<file path="config.mk">
export PLATFORM = sky130hd
export DESIGN_NAME = ib_lut_pingpong_load_ctrl
export DESIGN_NICKNAME = d
export VERILOG_FILES = /design/src/rtl/ib_lut_pkg.sv /design/src/rtl/ib_lut_wr_stage.sv /design/src/rtl/ib_lut_pingpong_load_ctrl.sv
export SDC_FILE = /design/constraint.sdc
export NUM_CORES = 1
export LEC_CHECK = 0
export BUFFER_PORTS_ARGS = -buffer_cell sky130_fd_sc_hd__buf_2
export CAP_MARGIN = 10
export CELL_PAD_IN_SITES_DETAIL_PLACEMENT = 1
export CELL_PAD_IN_SITES_GLOBAL_PLACEMENT = 2
export CORE_MARGIN = 1.5
export CORE_UTILIZATION = 30
export DETAILED_ROUTE_END_ITERATION = 8
export GPL_ROUTABILITY_DRIVEN = 0
export PLACE_DENSITY = 0.74
export SLEW_MARGIN = 20
export SYNTH_ARGS = -nofsm -noshare
export SYNTH_HDL_FRONTEND = slang
export SYNTH_HIERARCHICAL = 1
export SYNTH_SLANG_ARGS = --single-unit
</file>
<file path="constraint.sdc">
create_clock -name write_clk -period 2.2 [get_ports write_clk]
set_input_delay 0.44 -clock write_clk [delete_from_list [all_inputs] [get_ports write_clk]]
set_output_delay 0.44 -clock write_clk [all_outputs]
set_load 0.01 [all_outputs]
</file>
<file path="src/rtl/ib_lut_pkg.sv">
// Shared defaults and FSM state encoding for the IB-LUT ping/pong reload controller.
package ib_lut_pkg;

    localparam int unsigned DFLT_QUAN_SIZE     = 3;
    localparam int unsigned DFLT_PAGE_NUM      = 32;
    localparam int unsigned DFLT_ADDR_BITWIDTH = 5;

    typedef enum logic [1:0] {
        ST_IDLE  = 2'd0,
        ST_LOAD  = 2'd1,
        ST_READY = 2'd2
    } state_e;

endpackage

</file>
<file path="src/rtl/ib_lut_wr_stage.sv">
// One-cycle LUTRAM write register: turns an accepted beat into a banked write next cycle.
module ib_lut_wr_stage
    import ib_lut_pkg::*;
#(
    parameter int unsigned QUAN_SIZE     = DFLT_QUAN_SIZE,
    parameter int unsigned ADDR_BITWIDTH = DFLT_ADDR_BITWIDTH
) (
    input  logic                     clk,
    input  logic                     rst_n,
    input  logic                     wr_valid_i,
    input  logic                     wr_bank_i,
    input  logic [ADDR_BITWIDTH-1:0] wr_addr_i,
    input  logic [QUAN_SIZE-1:0]     wr_data_i,
    input  logic                     flush_i,
    output logic [1:0]               we_o,
    output logic [ADDR_BITWIDTH-1:0] waddr_o,
    output logic [QUAN_SIZE-1:0]     wdata_o
);

    logic [1:0]               we_q, we_d;
    logic [ADDR_BITWIDTH-1:0] addr_q, addr_d;
    logic [QUAN_SIZE-1:0]     data_q, data_d;

    always_comb begin
        we_d   = '0;
        addr_d = addr_q;
        data_d = data_q;
        if (wr_valid_i && !flush_i) begin
            we_d[wr_bank_i] = 1'b1;
            addr_d          = wr_addr_i;
            data_d          = wr_data_i;
        end
    end

    always_ff @(posedge clk or negedge rst_n) begin
        if (!rst_n) begin
            we_q   <= '0;
            addr_q <= '0;
            data_q <= '0;
        end else begin
            we_q   <= we_d;
            addr_q <= addr_d;
            data_q <= data_d;
        end
    end

    assign we_o    = we_q;
    assign waddr_o = addr_q;
    assign wdata_o = data_q;

endmodule

</file>
<file path="src/rtl/ib_lut_pingpong_load_ctrl.sv">
// Loads a streamed IB-LUT page set into the shadow bank and swaps banks at the
// decoder's iteration boundary once the shadow set is complete.
module ib_lut_pingpong_load_ctrl
    import ib_lut_pkg::*;
#(
    parameter int unsigned QUAN_SIZE     = DFLT_QUAN_SIZE,
    parameter int unsigned PAGE_NUM      = DFLT_PAGE_NUM,
    parameter int unsigned ADDR_BITWIDTH = DFLT_ADDR_BITWIDTH
) (
    input  logic                     write_clk,
    input  logic                     rstn,
    input  logic                     load_req_i,
    input  logic                     load_abort_i,
    input  logic                     s_valid_i,
    input  logic [QUAN_SIZE-1:0]     s_data_i,
    output logic                     s_ready_o,
    input  logic                     swap_req_i,
    output logic                     swap_ack_o,
    output logic                     swap_stall_o,
    output logic [1:0]               lut_we_o,
    output logic [ADDR_BITWIDTH-1:0] lut_waddr_o,
    output logic [QUAN_SIZE-1:0]     lut_wdata_o,
    output logic                     rd_bank_sel_o,
    output logic                     busy_o,
    output logic                     shadow_vld_o
);

    // One extra bit so PAGE_NUM == 2**ADDR_BITWIDTH fits without wrapping.
    localparam int unsigned CNT_W = ADDR_BITWIDTH + 1;

    state_e           state_q, state_d;
    logic [CNT_W-1:0] cnt_q, cnt_d;
    logic             rd_bank_sel_q, rd_bank_sel_d;
    logic             shadow_vld_q, shadow_vld_d;
    logic             swap_ack_q, swap_ack_d;
    logic             beat_acc, last_beat, do_swap, wr_pending;

    assign wr_pending = |lut_we_o;
    assign beat_acc   = (state_q == ST_LOAD) && s_valid_i && !load_abort_i;
    assign last_beat  = beat_acc && (cnt_q == CNT_W'(PAGE_NUM - 1));
    // Swap waits for the final write to retire so the new active bank is whole.
    assign do_swap    = (state_q == ST_READY) && swap_req_i && shadow_vld_q
                        && !wr_pending && !load_abort_i;

    always_ff @(posedge write_clk or negedge rstn) begin
        if (!rstn) state_q <= ST_IDLE;
        else       state_q <= state_d;
    end

    always_comb begin
        state_d = state_q;
        unique case (state_q)
            ST_IDLE:  if (load_req_i) state_d = ST_LOAD;
            ST_LOAD: begin
                if (load_abort_i)   state_d = ST_IDLE;
                else if (last_beat) state_d = ST_READY;
            end
            ST_READY: if (load_abort_i || do_swap) state_d = ST_IDLE;
            default:  state_d = ST_IDLE;
        endcase
    end

    always_comb begin
        s_ready_o    = 1'b0;
        busy_o       = 1'b0;
        swap_stall_o = 1'b0;
        s_ready_o    = (state_q == ST_LOAD);
        busy_o       = (state_q != ST_IDLE);
        swap_stall_o = swap_req_i && !((state_q == ST_READY) && shadow_vld_q);
    end

    always_comb begin
        cnt_d         = cnt_q;
        rd_bank_sel_d = rd_bank_sel_q;
        shadow_vld_d  = shadow_vld_q;
        swap_ack_d    = 1'b0;
        if ((state_q == ST_IDLE) && load_req_i) begin
            cnt_d        = '0;
            shadow_vld_d = 1'b0;
        end
        if (beat_acc)  cnt_d = cnt_q + CNT_W'(1);
        if (last_beat) shadow_vld_d = 1'b1;
        if (load_abort_i && (state_q != ST_IDLE)) shadow_vld_d = 1'b0;
        if (do_swap) begin
            rd_bank_sel_d = ~rd_bank_sel_q;
            swap_ack_d    = 1'b1;
            shadow_vld_d  = 1'b0;
        end
    end

    always_ff @(posedge write_clk or negedge rstn) begin
        if (!rstn) begin
            cnt_q         <= '0;
            rd_bank_sel_q <= 1'b0;
            shadow_vld_q  <= 1'b0;
            swap_ack_q    <= 1'b0;
        end else begin
            cnt_q         <= cnt_d;
            rd_bank_sel_q <= rd_bank_sel_d;
            shadow_vld_q  <= shadow_vld_d;
            swap_ack_q    <= swap_ack_d;
        end
    end

    ib_lut_wr_stage #(
        .QUAN_SIZE     (QUAN_SIZE),
        .ADDR_BITWIDTH (ADDR_BITWIDTH)
    ) u_wr_stage (
        .clk        (write_clk),
        .rst_n      (rstn),
        .wr_valid_i (beat_acc),
        .wr_bank_i  (~rd_bank_sel_q),
        .wr_addr_i  (cnt_q[ADDR_BITWIDTH-1:0]),
        .wr_data_i  (s_data_i),
        .flush_i    (load_abort_i),
        .we_o       (lut_we_o),
        .waddr_o    (lut_waddr_o),
        .wdata_o    (lut_wdata_o)
    );

    assign swap_ack_o    = swap_ack_q;
    assign rd_bank_sel_o = rd_bank_sel_q;
    assign shadow_vld_o  = shadow_vld_q;

endmodule
</file>
# Word-level counts from Yosys, hierarchy flattened
# Cells that the tools add are included.
# W data, S select, Z words.
[word_totals]
inputBits = 9
output_inout_bits = 16
register_bits = 21
[classes]
mux = 15
bitwise = 1
eq_ne = 6
magnitude_cmp = 2
n_reduce_logical = 23
add_sub_neg = 1
[ops]
columns = ["op", "n"]
rows = [
  ["$logic_and A1 B1 Y1", 13],
  ["$mux W6", 2],
  ["$mux W2", 5],
  ["$add A6 B1 Y6 const B", 1],
  ["$eq A6 B5 Y1 const B", 1],
  ["$mux W1", 6],
  ["$pmux W2 S3", 1],
  ["$ne A2 B2 Y1 const B", 2],
  ["$reduce_bool A2 Y1", 2],
  ["$reduce_bool A4 Y1", 1],
  ["$logic_not A1 Y1", 3],
  ["$ne A3 B2 Y1 const B", 1],
  ["$reduce_and A3 Y1", 1],
  ["$eq A2 B1 Y1 const B", 1],
  ["$eq A2 B2 Y1 const B", 1],
  ["$logic_not A2 Y1", 1],
  ["$lt A1 B2 Y1 const B", 1],
  ["$reduce_or A2 Y1", 1],
  ["$demux W1 S1", 1],
  ["$ge A1 B1 Y1 const B", 1],
  ["$logic_or A1 B1 Y1", 1],
  ["$not A1 Y1", 1],
]

# Logic depth before layout (Yosys ltp)
# Gate-level depths: netlist of the first run.
[logic_depth]
ltp_word = 8
mapped_depth = 5
mapped_depth_nobuf = 4

# Hierarchy
# Netlist of the first run, hierarchy kept.
[by_module_without_submodules]
columns = ["mod", "area_each_um2", "n_inst", "seq_area_each_um2", "cells_each"]
rows = [
  ["ib_lut_pingpong_load_ctrl", 575.6, 1, 275.3, 50],
  ["ib_lut_wr_stage", 407.9, 1, 250.2, 22],
]

# Worst setup path after synthesis of the first run
# OpenSTA, ideal clock, no wires.
[synth_timing]
kind = "register to register"
from = "register state_q[1]"
to = "register u_wr_stage.addr_q[0], in the netlist u_wr_stage/waddr_o[0]"
setup_slack_ns = 0.474
stages_incl_launch_ff = 6
setup_time_ns = 0.125
arrival_time_ns = 1.601
n_path_buf = 2
required_time_ns = 2.075
synth_period_minus_slack_ns = 1.726
cell_sequence = "dfrtp_1 -> nor4bb_1 -> clkbuf_1 -> nor2b_4 -> buf_6 -> mux2_4"
[synth_between]
elab_chain_len = 4
[synth_rtl]
columns = ["element", "line", "source"]
rows = [
  ["from (decl)", "ib_lut_pingpong_load_ctrl.sv:31", "state_e state_q, state_d;"],
  ["from (signal assigned)", "ib_lut_pingpong_load_ctrl.sv:47", "else state_q <= state_d;"],
  ["$eq A2 B1 Y1", "ib_lut_pingpong_load_ctrl.sv:39", "assign beat_acc = (state_q == ST_LOAD) && s_valid_i && !load_abort_i;"],
  ["$logic_and A1 B1 Y1 (2 in a row)", "ib_lut_pingpong_load_ctrl.sv:39", ""],
  ["named net beat_acc", "ib_lut_pingpong_load_ctrl.sv:36", "logic beat_acc, last_beat, do_swap, wr_pending;"],
  ["$logic_and A1 B1 Y1", "ib_lut_wr_stage.sv:28", "if (wr_valid_i && !flush_i) begin"],
  ["to (signal assigned)", "ib_lut_wr_stage.sv:42", "addr_q <= addr_d;"],
  ["to (decl)", "ib_lut_wr_stage.sv:21", "logic [ADDR_BITWIDTH-1:0] addr_q, addr_d;"],
]
# The timed path passes the listed nets, and every way through them passes these cells.
# A chain may end at the register's enable or synchronous reset.

# Final worst setup path of the first run
[layout_timing]
from = "register state_q[1]"
to = "register shadow_vld_q, in the netlist shadow_vld_o"
[layout_between]
elab_chain_len = 7
word_cells_on_any_way = 17
[layout_rtl]
columns = ["element", "line", "source"]
rows = [
  ["$eq A2 B1 Y1", "ib_lut_pingpong_load_ctrl.sv:39", ""],
  ["$logic_and A1 B1 Y1 (2 in a row)", "ib_lut_pingpong_load_ctrl.sv:39", ""],
  ["$logic_and A1 B1 Y1", "ib_lut_pingpong_load_ctrl.sv:40", "assign last_beat = beat_acc && (cnt_q == CNT_W'(PAGE_NUM - 1));"],
  ["$mux W1", "ib_lut_pingpong_load_ctrl.sv:82", "if (last_beat) shadow_vld_d = 1'b1;"],
  ["$mux W1", "ib_lut_pingpong_load_ctrl.sv:83", "if (load_abort_i && (state_q != ST_IDLE)) shadow_vld_d = 1'b0;"],
  ["$mux W1", "ib_lut_pingpong_load_ctrl.sv:84", "if (do_swap) begin"],
  ["to (signal assigned)", "ib_lut_pingpong_load_ctrl.sv:100", "shadow_vld_q <= shadow_vld_d;"],
  ["to (decl)", "ib_lut_pingpong_load_ctrl.sv:34", "logic shadow_vld_q, shadow_vld_d;"],
]
# Several ways; a longest one is shown, not always the timed one.

==> impl_metrics.csv, run 1 <==
group,metric,value,unit
timing,setup-tns-final,0,ps
timing,setup_violations,0,
place,dpl.cell_count,139,
worst_setup_path,cp_data_required_time,2410,ps
finish,fillers,351,
finish,postLayoutCellArea,1180,um^2
detailed_routing,wl,1.89,mm
status,status,"finished clean",
floorplanning,core_region_area,3080,um^2
floorplanning,die_h,60.3,um
detailed_routing,firstDrtPassIters,4,
finish,layout.nets,110,
logic_synthesis,synthTopCellsByArea,"dfrtp_1 (53%), mux2_4 (12%), mux2i_1 (3.1%)",
clocking,cts_hold_buf,0,
clocking,cts-buffers-inserted,3,
timing,fin_skew,1.21,ps
worst_hold_path,hp-class,"input port to async pin",
timing,setup_slack,429,ps
pwr,leakage,0.558,nW
detailed_routing,via_count,655,
worst_setup_path,start_kind,"register",
detailed_routing,drt-wirelength-per-cell,13.2,um
timing,rsz0062_at_grt,"no",
logic_synthesis,synthTopCellsByCount,"dfrtp_1 (21), mux2_4 (8), mux2i_1 (3), nand2_1 (3)",
pwr,swShare,27.6,%
pwr,clockPowerShare,22.7,%
worst_setup_path,cpPeakStageDelay,540,ps
floorplanning,rows,20,
clocking,postCtsSetupBuffers,0,
worst_setup_path,worst-r2r-cell-count,3,
clocking,clk_latency,290,ps
place,portBuffers,24,
finish,drive_gt1_share,46.5,%
clocking,h-tree-depth,1,
pwr,seq_power_share,56.7,%
timing,min_period,1770,ps
pwr,switchingPower,0.223,mW
logic_synthesis,synth_top_area_share,53.4,%
clocking,clock-root-buffer,"clkbuf_4",
global_route,grt_max_degree,22,
timing,slew_headroom,68.6,%
logic_synthesis,yosysMostFrequentCell,"dfrtp_1",
timing,slew_violations,0,
logic_synthesis,syn_nets,82,
floorplanning,io_pins,25,
job,timing.max_cap.violations,0,
logic_synthesis,synth.distinct_cells,32,
timing,fmaxAchievable,0.565,GHz
clocking,path_clk_slew,120,ps
global_route,antenna_found_initial,0,
logic_synthesis,yosys.area.top_type,"dfrtp_1",
floorplanning,die_x,60.3,um
logic_synthesis,synthArstFlopShare,100,%
timing,finalHoldViolations,0,
logic_synthesis,synth_seq_cells,21,
global_route,grt_usage,11.6,%
clocking,cts.sinks,21,
finish,syn_to_final_growth,19.8,%
floorplanning,die-area,3630,um^2
pwr,finalPower,0.810,mW
clocking,clock_path_buffers,2,
detailed_routing,via_per_inst,4.58,
global_route,grt_pass1_vias,662,
logic_synthesis,ys_seq_area_share,53.4,%
finish,antennaDiodeCount,0,
detailed_routing,drt_iter0_drc,16,
logic_synthesis,syn-cell-area,983,um^2
timing,period_share,80.5,%
clocking,cts_tree,"done",
place,post-place-ws,312,ps
worst_setup_path,timing.critical_path.slowest_stage_cell,"or4_4",
finish,stdcell_count,143,
logic_synthesis,avgSynthCellArea,13.7,um^2
logic_synthesis,synth_warnings,6,
pwr,ir_drop,0.338,mV
floorplanning,start_util,32.0,%
worst_setup_path,arrival,1980,ps
place,dpl_cell_area,1150,um^2
logic_synthesis,postSynthCellCount,72,
global_route,grt_overflow,0,
logic_synthesis,synthFlopType,"dfrtp_1",
pwr,internal-power,0.587,mW
clocking,cts_resized,0,
worst_setup_path,critical_path_depth,3,
detailed_routing,drc,0,
pwr,power_frac_comb,20.6,%
worst_setup_path,critPathKind,"register to register",
place,dp_hpwl,1.45,mm
timing,tightest_slew,471,ps
timing,whs,77.2,ps
worst_setup_path,crit_chain,"or3b_4 > or4_4 > a221oi_2",
detailed_routing,drtAntennaViolNets,0,
finish,utilization,38.3,%
worst_setup_path,crit_fanout,8,
logic_synthesis,synth_edf_count,0,
global_route,grt_pass1_wl,3.13,mm
worst_setup_path,crit_family,"simple AND/OR/NAND/NOR gates",
worst_setup_path,cp_num_buf_inv,0,
worst_setup_path,crit_path_end_kind,"register",
pwr,power_density,687,nW/um^2
kinds of logic (layout without fill, tap and decap cells):
family	after synthesis	count (layout)	synth area share (%)
multiplexers	13	13	17.6
AO/OA/AOI/OAI	7	7	6.49
flip-flops	21	21	53.4
XOR/XNOR	2	2	1.78
adder cells (fa/ha/maj)	1	1	1.27
AND/OR/NAND/NOR	24	24	17.2
buffers and inverters	4	31	2.29
worst register-to-register path, stage by stage, from the launching register on:
cell      delay (ps)
dfrtp_1          470
or3b_4           450
or4_4            540
a221oi_2         230
metal layers:
metal | vias up | part of all wire [%] | wire length, um | GRT usage, %
li1 | 315 | - | - | -
met1 | 320 | 47 | 898 | 15.4
met3 | 0 | 5.7 | 107 | 2.60
met5 | - | 0 | 0 | 0
met4 | 0 | 0 | 0 | 2.86
met2 | 20 | 47 | 885 | 19.3
layout make-up:
type | instances | area [um^2] | area share [%]
Sequential cell | 21 | 526 | 44.6
Multi-Input combinational cell | 47 | 435 | 36.9
Timing Repair Buffer | 25 | 128 | 10.8
Tap cell | 44 | 55.1 | 4.67
Clock buffer | 3 | 22.5 | 1.91
Inverter | 2 | 7.51 | 0.637
Clock inverter | 1 | 5.00 | 0.425
flip-flops by register name, indices dropped and copies added (netlist names):
register	cells
cnt_q	6
rd_bank_sel_o	1
shadow_vld_o	1
state_q	2
swap_ack_o	1
u_wr_stage/waddr_o	5
u_wr_stage/wdata_o	3
u_wr_stage/we_o	2
final timing paths:
kind	to	startpoint	slack [ps]
setup reg to reg	shadow_vld_o	state_q[1]	430
hold / removal	state_q[0]	rstn	80
hold reg to reg	cnt_q[5]	cnt_q[5]	530
setup / recovery	shadow_vld_o	state_q[1]	430
max in group asynchronous	cnt_q[0]	rstn	1800
min in group write_clk	u_wr_stage/wdata_o[1]	s_data_i[1]	370
layout by cell type (no fill, tap or decap), types with 2 or more instances in the layout:
| master | n |
|---|---|
| o41ai_1 | 2 |
| a22o_1 | 2 |
| mux2_4 | 8 |
| nand3_1 | 2 |
| mux2i_1 | 3 |
| dfrtp_1 | 21 |
| and2_1 | 2 |
| nor2b_1 | 2 |
| nand4_1 | 2 |
| mux2_2 | 2 |
| buf_2 | 24 |
| xnor2_1 | 2 |
| nand2_1 | 3 |
| inv_1 | 2 |
| clkbuf_4 | 3 |
power groups by stage:
stage | Sequential, mW | Combinational [mW] | Clock (mW)
after CTS | 0.460 | 0.170 | 0.194
final | 0.459 | 0.167 | 0.184
after floorplan | 0.475 | 0.0904 | 0
after global routing | 0.466 | 0.181 | 0.209
after global placement | 0.465 | 0.167 | 0
after detailed placement | 0.466 | 0.170 | 0
No activity file was read; power rests on OpenSTA's default activity.
==> inputs of run 2 (changes only) <==
- PLACE_DENSITY: 0.74 -> 0.77
- clock period: 2.2 -> 1.59 ns (I/O delays scaled with it)
==> run 2 against run 1 <==
Compared with the run above:
- flip-flop and latch count did not move
- clock skew rose by 2.1 ps
- first-iteration DRC count rose by 81%
- sequential power rose by 35%
- largest cell class unchanged
- wire length rose by 7.9%
- highest routed layer unchanged
- setup slack got worse by 410 ps
- critical endpoint is now busy_o
==> impl_metrics.csv, run 2 (synthesized netlist as in run 1, its figures left out) <==
group,metric,value,unit
clocking,h-tree-depth,1,
worst_setup_path,critPathKind,"register to output port",
clocking,clk_latency,290,ps
detailed_routing,drtAntennaViolNets,0,
worst_setup_path,timing.rr.end,"cnt_q[2]",
worst_setup_path,crit_family,"flip-flops",
timing,tightest_slew,491,ps
worst_setup_path,endpoint,"busy_o",
worst_hold_path,hp-class,"input port to register",
worst_setup_path,timing.critical_path.slowest_stage_cell,"dfrtp_1",
timing,fin_skew,3.31,ps
worst_setup_path,cp_data_required_time,1270,ps
finish,stdcell_count,153,
global_route,grt_max_degree,22,
timing,finalHoldViolations,0,
floorplanning,die_h,60.3,um
global_route,grt_pass1_vias,701,
clocking,cts-buffers-inserted,3,
place,dpl.cell_count,147,
finish,largest_reg_flops,6,
worst_setup_path,start_kind,"register",
detailed_routing,drt-wirelength-per-cell,13.3,um
finish,syn_to_final_growth,30.9,%
place,dp_hpwl,1.56,mm
global_route,grt_overflow,0,
worst_setup_path,arrival,1250,ps
status,status,"finished clean",
finish,fillers,351,
timing,min_period,1570,ps
floorplanning,die-area,3630,um^2
timing,setup_violations,0,
finish,mostFrequentLayoutCells,"buf_2 (23), dfrtp_1 (21), buf_4 (8), mux2_4 (8)",
timing,rsz0062_at_grt,"yes",
detailed_routing,firstDrtPassIters,3,
finish,drive_gt1_share,51.4,%
worst_setup_path,cp_num_buf_inv,2,
detailed_routing,drt_iter0_drc,29,
pwr,power_density,903,nW/um^2
job,timing.max_cap.violations,0,
finish,postLayoutCellArea,1290,um^2
detailed_routing,via_count,705,
global_route,grt_usage,12.1,%
detailed_routing,drc,0,
worst_setup_path,startpoint,"state_q[0]",
finish,largest_register,"cnt_q",
timing,slew_headroom,67.3,%
pwr,ir_drop,0.533,mV
clocking,clock_path_buffers,2,
timing,setup-tns-final,0,ps
detailed_routing,via_per_inst,4.61,
worst_setup_path,crit_chain,"buf_4 > or2_4 > buf_6",
pwr,leakage,0.613,nW
timing,setup_slack,22.8,ps
floorplanning,rows,20,
timing,period_share,98.6,%
finish,multi_input_area,444,um^2
worst_setup_path,worstReg2RegStart,"state_q[0]",
finish,utilization,41.8,%
worst_setup_path,r2r_slack,40,ps
place,dpl_cell_area,1220,um^2
floorplanning,core_region_area,3080,um^2
global_route,grt_pass1_wl,3.30,mm
clocking,cts.sinks,21,
place,portBuffers,24,
worst_hold_path,hp-start,"s_data_i[0]",
global_route,antenna_found_initial,0,
worst_setup_path,cpPeakStageDelay,440,ps
floorplanning,start_util,32.0,%
finish,final_common_cell,"buf_2",
floorplanning,io_pins,25,
worst_setup_path,critical_path_depth,3,
floorplanning,die_x,60.3,um
finish,layout.nets,120,
clocking,clock-root-buffer,"clkbuf_4",
worst_setup_path,crit_fanout,5,
clocking,cts_tree,"done",
timing,slew_violations,0,
clocking,path_clk_slew,120,ps
place,post-place-ws,-58.8,ps
worst_setup_path,worst-r2r-cell-count,4,
finish,final-seq-area,526,um^2
worst_setup_path,crit_path_end_kind,"output port",
finish,antennaDiodeCount,0,
timing,fmaxAchievable,0.638,GHz
detailed_routing,wl,2.04,mm
[run 2: changes by cell type in the layout (fill, tap and decap cells not counted), sizes merged]
cell	before	now
dlygate4sd3	0	1
buf	25	34
[run 2: how the worst min path moves through the flow]
stage	cells past startpoint	slack, ps	end
CTS	2	230	u_wr_stage/wdata_o[0]
global route	2	210	u_wr_stage/wdata_o[1]
finish	2	240	u_wr_stage/wdata_o[0]
global placement	1	300	shadow_vld_o
detailed placement	1	310	state_q[1]
floorplan	0	20	cnt_q[0]
[run 2: stage by stage]
| stage | power [mW] | hold WS, ps |
|---|---|---|
| floorplan | 0.783 | 22.4 |
| global placement | 0.901 | 298 |
| detailed placement | 0.911 | 311 |
| CTS | 1.18 | 232 |
| global route | 1.24 | 206 |
| finish | 1.16 | 244 |
[run 2: per-layer routing]
| layer | part of all wire [%] | up-vias | GRT usage, % |
|---|---|---|---|
| li1 | - | 340 | - |
| met1 | 50 | 346 | 17.0 |
| met2 | 46 | 19 | 19.4 |
| met3 | 4.1 | 0 | 3.25 |
| met4 | 0 | 0 | 0.952 |
| met5 | 0 | - | 0 |
[run 2: final cells by class]
type | instances | area share [%]
well taps | 44 | 4.28
repair buffers | 35 | 17.7
flip-flops and latches | 21 | 40.8
clock inverters | 1 | 0.389
clock buffers | 3 | 1.75
multi-input cells | 47 | 34.5
inverters | 2 | 0.583
[run 2: what timing repair did]
action | in CTS | in global routing
endpoints found under the hold margin | 21 | 0
pin swaps | 3 | 1
setup buffers | 0 | 1
hold buffers | 1 | 0
resized for setup | 3 | 2
endpoints found under the setup margin | 11 | 13
[run 2: report_power, final]
part	internal (mW)	switching, mW
sequential	0.588	0.0319
clock	0.0935	0.163
combinational	0.163	0.123
